===== src/rtl/train_pkg.sv =====
// Shared types and constants for the XOR training sequencer and the network top.
package train_pkg;

    typedef enum logic [2:0] {
        IDLE,
        APPLY,
        CHECK,
        UPDATE,
        DONE,
        FAIL
    } state_t;

    localparam int NUM_PATTERNS = 4;
    localparam int DEF_SCALE    = 1000;
    localparam int DEF_TOL      = 50;

    typedef logic signed [31:0] data_t;

    // Expected network output for a pattern index: (a ^ b) scaled to fixed point.
    function automatic data_t xor_target(input logic [1:0] idx, input int scale);
        return (idx[0] ^ idx[1]) ? data_t'(scale) : '0;
    endfunction

endpackage


===== src/rtl/tol_window_check.sv =====
// Combinational pass/fail: net_out within +/-TOL of target and inside [0, SCALE].
module tol_window_check
    import train_pkg::*;
#(
    parameter int TOL   = DEF_TOL,
    parameter int SCALE = DEF_SCALE
) (
    input  data_t net_out,
    input  data_t target,
    output logic  pass
);

    localparam data_t TOL_W   = data_t'(TOL);
    localparam data_t SCALE_W = data_t'(SCALE);
    localparam data_t ZERO    = '0;

    data_t lo;
    data_t hi;

    assign lo   = target - TOL_W;
    assign hi   = target + TOL_W;
    assign pass = (net_out >= lo) && (net_out <= hi) &&
                  (net_out >= ZERO) && (net_out <= SCALE_W);

endmodule


===== src/rtl/train_sequencer.sv =====
// Training controller: walks the four XOR patterns, strobes weight updates,
// scores each epoch against a tolerance window and declares converge/timeout.
module train_sequencer
    import train_pkg::*;
#(
    parameter int SCALE       = DEF_SCALE,
    parameter int TOL         = DEF_TOL,
    parameter int SETTLE      = 2,
    parameter int PASS_EPOCHS = 3,
    parameter int MAX_EPOCHS  = 5000
) (
    input  logic        Clock,
    input  logic        reset,
    input  logic        start,
    input  logic        stop,
    input  data_t       net_out,
    output logic        pat_a,
    output logic        pat_b,
    output data_t       target,
    output logic [1:0]  pat_idx,
    output logic        train_en,
    output logic [15:0] epoch_cnt,
    output logic [3:0]  pass_mask,
    output logic        busy,
    output logic        converged,
    output logic        timeout
);

    localparam int                 SET_W       = (SETTLE > 1) ? $clog2(SETTLE) : 1;
    localparam logic [SET_W-1:0]   SETTLE_LAST = SET_W'(SETTLE - 1);
    localparam logic [15:0]        PASS_TGT    = 16'(PASS_EPOCHS);
    localparam logic [15:0]        EPOCH_MAX   = 16'(MAX_EPOCHS);
    localparam logic [1:0]         LAST_IDX    = 2'(NUM_PATTERNS - 1);

    state_t                  state_q,  state_d;
    logic [1:0]              idx_q,    idx_d;
    data_t                   target_q, target_d;
    logic [15:0]             epoch_q,  epoch_d;
    logic [15:0]             run_q,    run_d;
    logic [NUM_PATTERNS-1:0] mask_q,   mask_d;
    logic [NUM_PATTERNS-1:0] wmask_q,  wmask_d;
    logic                    conv_q,   conv_d;
    logic                    tmo_q,    tmo_d;
    logic [SET_W-1:0]        settle_q, settle_d;
    logic                    pass;

    tol_window_check #(
        .TOL   (TOL),
        .SCALE (SCALE)
    ) u_window (
        .net_out (net_out),
        .target  (target_q),
        .pass    (pass)
    );

    always_comb begin
        // NOTE: every variable gets its hold value first, so no branch can infer a latch.
        state_d  = state_q;
        idx_d    = idx_q;
        target_d = target_q;
        epoch_d  = epoch_q;
        run_d    = run_q;
        mask_d   = mask_q;
        wmask_d  = wmask_q;
        conv_d   = conv_q;
        tmo_d    = tmo_q;
        settle_d = settle_q;

        if (stop && state_q != IDLE) begin
            state_d = IDLE;
        end else begin
            case (state_q)
                IDLE, DONE, FAIL: begin
                    if (start) begin
                        state_d  = APPLY;
                        idx_d    = '0;
                        target_d = xor_target(2'd0, SCALE);
                        epoch_d  = '0;
                        run_d    = '0;
                        mask_d   = '0;
                        wmask_d  = '0;
                        conv_d   = 1'b0;
                        tmo_d    = 1'b0;
                        settle_d = '0;
                    end
                end
                APPLY: begin
                    if (settle_q == SETTLE_LAST) state_d = CHECK;
                    else                         settle_d = settle_q + 1'b1;
                end
                CHECK: begin
                    wmask_d[idx_q] = pass;
                    state_d        = UPDATE;
                end
                UPDATE: begin
                    if (idx_q != LAST_IDX) begin
                        idx_d    = idx_q + 2'd1;
                        target_d = xor_target(idx_q + 2'd1, SCALE);
                        settle_d = '0;
                        state_d  = APPLY;
                    end else begin
                        epoch_d = (epoch_q == 16'hFFFF) ? epoch_q : epoch_q + 16'd1;
                        mask_d  = wmask_q;
                        run_d   = (&wmask_q) ? run_q + 16'd1 : 16'd0;
                        // Convergence is tested first so it wins on the final epoch.
                        if (run_d == PASS_TGT) begin
                            conv_d  = 1'b1;
                            state_d = DONE;
                        end else if (epoch_d == EPOCH_MAX) begin
                            tmo_d   = 1'b1;
                            state_d = FAIL;
                        end else begin
                            idx_d    = '0;
                            target_d = xor_target(2'd0, SCALE);
                            wmask_d  = '0;
                            settle_d = '0;
                            state_d  = APPLY;
                        end
                    end
                end
                default: state_d = IDLE;
            endcase
        end
    end

    always_ff @(posedge Clock) begin
        // NOTE: non-blocking so every register samples the pre-edge values of the others.
        if (!reset) begin
            state_q  <= IDLE;
            idx_q    <= '0;
            target_q <= '0;
            epoch_q  <= '0;
            run_q    <= '0;
            mask_q   <= '0;
            wmask_q  <= '0;
            conv_q   <= 1'b0;
            tmo_q    <= 1'b0;
            settle_q <= '0;
        end else begin
            state_q  <= state_d;
            idx_q    <= idx_d;
            target_q <= target_d;
            epoch_q  <= epoch_d;
            run_q    <= run_d;
            mask_q   <= mask_d;
            wmask_q  <= wmask_d;
            conv_q   <= conv_d;
            tmo_q    <= tmo_d;
            settle_q <= settle_d;
        end
    end

    assign pat_idx   = idx_q;
    assign pat_a     = idx_q[0];
    assign pat_b     = idx_q[1];
    assign target    = target_q;
    assign epoch_cnt = epoch_q;
    assign pass_mask = mask_q;
    assign converged = conv_q;
    assign timeout   = tmo_q;
    assign train_en  = (state_q == UPDATE);
    assign busy      = (state_q == APPLY) || (state_q == CHECK) || (state_q == UPDATE);

endmodule


===== config.mk =====
export PLATFORM = sky130hd
export DESIGN_NAME = train_sequencer
export DESIGN_NICKNAME = d
export VERILOG_FILES = /design/src/rtl/train_pkg.sv /design/src/rtl/tol_window_check.sv /design/src/rtl/train_sequencer.sv
export SDC_FILE = /design/constraint.sdc
export NUM_CORES = 1
export LEC_CHECK = 0
export ABC_CLOCK_PERIOD_IN_PS = 4700
export CORE_ASPECT_RATIO = 2
export CORE_UTILIZATION = 30
export CTS_CLUSTER_SIZE = 25
export DETAILED_ROUTE_END_ITERATION = 10
export MAX_ROUTING_LAYER = met4
export SYNTH_ARGS = -nofsm -noshare
export SYNTH_HDL_FRONTEND = slang
export SYNTH_HIERARCHICAL = 1
export SYNTH_SLANG_ARGS = --single-unit

===== constraint.sdc =====
create_clock -name Clock -period 4.7 [get_ports Clock]
set_clock_uncertainty 0.2 [all_clocks]
set_input_delay 0.94 -clock Clock [delete_from_list [all_inputs] [get_ports Clock]]
set_output_delay 0.94 -clock Clock [all_outputs]
set_load 0.02 [all_outputs]

==> qor.yml <==
synthesis:
  synth_seq_area_share_pct: 16.75
  async_reset_ff_share_pct: 0
  syn-cell-area_um2: 5856
  ys_seq_elements: 49
  netlist_top_cells_area: "dfxtp_1 (17%), ha_1 (15%), nor2_1 (5.5%)"
  yosys.area.top_type: "dfxtp_1"
  synthFlopType: "dfxtp_1"
  syn-instance-count: 792
  yosysMostFrequentCell: "nor2_1"
  synth_area_per_cell_um2: 7.393
  synth_edf_count: 0
  synth.distinct_cells: 66
  yosys_warnings: 6
  yosysTopAreaCellShare_pct: 16.75
  netlist_top_cells_count: "nor2_1 (86), ha_1 (70), nand2_1 (68), a21oi_1 (53), dfxtp_1 (49)"
route:
  drt-total-wl_um: 18440
  route.detailed.drc: 0
  first_pass_iters: 4
  num_vias: 5968
  antenna_left: 0
  drt-wirelength-per-cell_um: 15.75
  drt_iter0_drc: 220
  viasPerCell: 5.096
floorplan:
  row_count: 72
  die_x_um: 100.8
  die_height_um: 199.6
  die_area_um2: 20120
  start_util_pct: 30.52
  io_pins: 96
  core_um2: 19190
clock_network:
  root_buffer: "clkbuf_16"
  cts_max_path_buffers: 2
  cts-buffers-inserted: 5
  cts_setup_buffers: 0
  path_clk_slew_ps: 70
  clkLatencyLatePin_ps: 300
  clkSinkCount: 49
  htree_num_levels: 2
  cts_tree: "built"
placement:
  placed_cell_area_um2: 6935
  io_buffers: 69
  dp_hpwl_um: 15230
  gp_congestion: 0.9105
grt:
  antenna_found_initial: 0
  grt_pass1_wl_um: 28750
  grt_max_degree: 37
  grt_pass1_vias: 5784
  grt-ovfl-total: 0
  grt_usage_pct: 18.96
sta:
  rsz0062_at_grt: "false"
  min_period_over_period_pct: 89.08
  finalSetupViolCount: 0
  fin_hold_ws_ps: 264.9
  max_freq_mhz: 238.8
  tns_ps: 0
  tightest_slew_ps: 942.8
  period_needed_ps: 4187
  hold_violations: 0
  relSlewSlack_pct: 36.66
  final_max_slew_viol_count: 0
cells_and_area:
  syn_to_final_growth_pct: 21.05
  insertedDiodeCount: 0
  drive_gt1_share_pct: 3.728
  fill_cells: 2057
  final_nets: 1018
  final_area_um2: 7088
job:
  drv_cap: 0
pwr:
  ir_worst_vdd_mv: 0.1900
  powerDensity_nw_per_um2: 152.9
  cellLeakagePower_nw: 2.675
critical_path:
  cp_max_fo: 5
  required_ps: 4730
  critPathArrivalTime_ps: 4210
  start_kind: "flip-flop"
  cp-end-kind: "flip-flop"
  worstSetupPathType: "flip-flop to flip-flop"
status:
  outcome: "complete, no violations"
worst_hold_path:
  hold_path_class: "flip-flop to flip-flop"
layer usage:
metal | share of wire, % | GRT usage, % | wire length, µm
met1 | 34 | 15.80 | 6287
met2 | 56 | 38.48 | 10270
met3 | 3.5 | 1.714 | 647
met4 | 6.7 | 12.08 | 1238
met5 | 0 | - | 0
report_power, final:
part | switching (W) | internal (W)
clock | 0.000163 | 0.000209
combinational | 0.000175 | 0.000117
sequential | 0.00000274 | 0.000417
final timing paths:
check	slack, ps	cells after the start	end	start
worst max-delay path	510	16	wmask_q[2]	target[8]
worst min-delay path	260	2	timeout	timeout
worst max register to register	510	16	wmask_q[2]	target[8]
worst min register to register	260	2	timeout	timeout
state kept, by name, indices dropped and copies added (netlist names), 2 cells and up:
register and count:
epoch_cnt 16, pass_mask 4, pat_idx 2, run_q 16, state_q 3, wmask_q 4
worst max-delay path, stage by stage (launching register included):
cell and delay (ps):
dfxtp_2 340, nor4_1 430, nand2_1 120, or4_4 550, nor2_1 250, nand2_1 100
xor2_1 150, ha_1 310, nand2_1 50, o21ai_0 230, a2111oi_0 120, o31ai_1 270
a21oi_1 70, a211oi_1 250, nor4b_2 440, nand2_1 110, a21oi_1 130
through the flow:
stage / utilization (%) / total power [W] / setup slack [ps] / std cells
3_5_place_dp: 36.14 / 0.0007140 / 261.8 / 1164
4_1_cts: 36.91 / 0.001084 / 243.2 / 1171
3_3_place_gp: 36.14 / 0.0007108 / 318.3 / 1164
2_1_floorplan: - / 0.0006362 / 530.4 / 901
5_1_grt: 36.94 / 0.001144 / 55.98 / 1171
6_report: 36.94 / 0.001084 / 513.2 / 1171
placed cells by master (no fill, tap or decap), types with 5 or more instances in the layout:
cell type / count
a211oi_1: 7
or4_1: 9
nand3_1: 32
inv_1: 18
nand2_1: 68
a21oi_1: 53
xor2_1: 32
conb_1: 110
clkdlybuf4s50_1: 69
a311oi_1: 10
and3_1: 12
nor3b_1: 6
nor3_1: 25
nand4_1: 29
nand2b_1: 5
or3_1: 10
nor2_1: 86
nor2b_1: 8
a22oi_1: 9
ha_1: 70
dfxtp_1: 48
a31oi_1: 7
xnor2_1: 33
a2111oi_0: 5
buf_4: 10
nor4_1: 16
clkbuf_16: 5
o211ai_1: 6
o21ai_0: 31
and4_1: 10
final cells by class:
cell class | instances | area [µm²] | share of cell area, %
well taps | 259 | 324.1 | 4.572
clock inverters | 1 | 7.507 | 0.1059
multi-input cells | 758 | 4798 | 67.70
flip-flops and latches | 49 | 982.2 | 13.86
inverters | 19 | 71.32 | 1.006
clock buffers | 6 | 138.9 | 1.959
repair buffers | 79 | 765.7 | 10.80
cells by family after synthesis:
group | Yosys count | synth area share [%]
flops | 49 | 16.75
buf+inv | 94 | 8.397
compound gates | 167 | 18.61
other cells | 1 | 0.06404
fa+ha+maj | 70 | 14.96
simple gates | 342 | 30.81
mux | 4 | 0.6838
xor+xnor | 65 | 9.722
timing repair:
| item | 4_1_cts | 5_1_grt |
|---|---|---|
| hold buffers | 0 | 0 |
| endpoints found under the setup margin | 0 | 4 |
| resized for setup | 0 | 1 |
No activity file was read; power rests on OpenSTA's default activity.
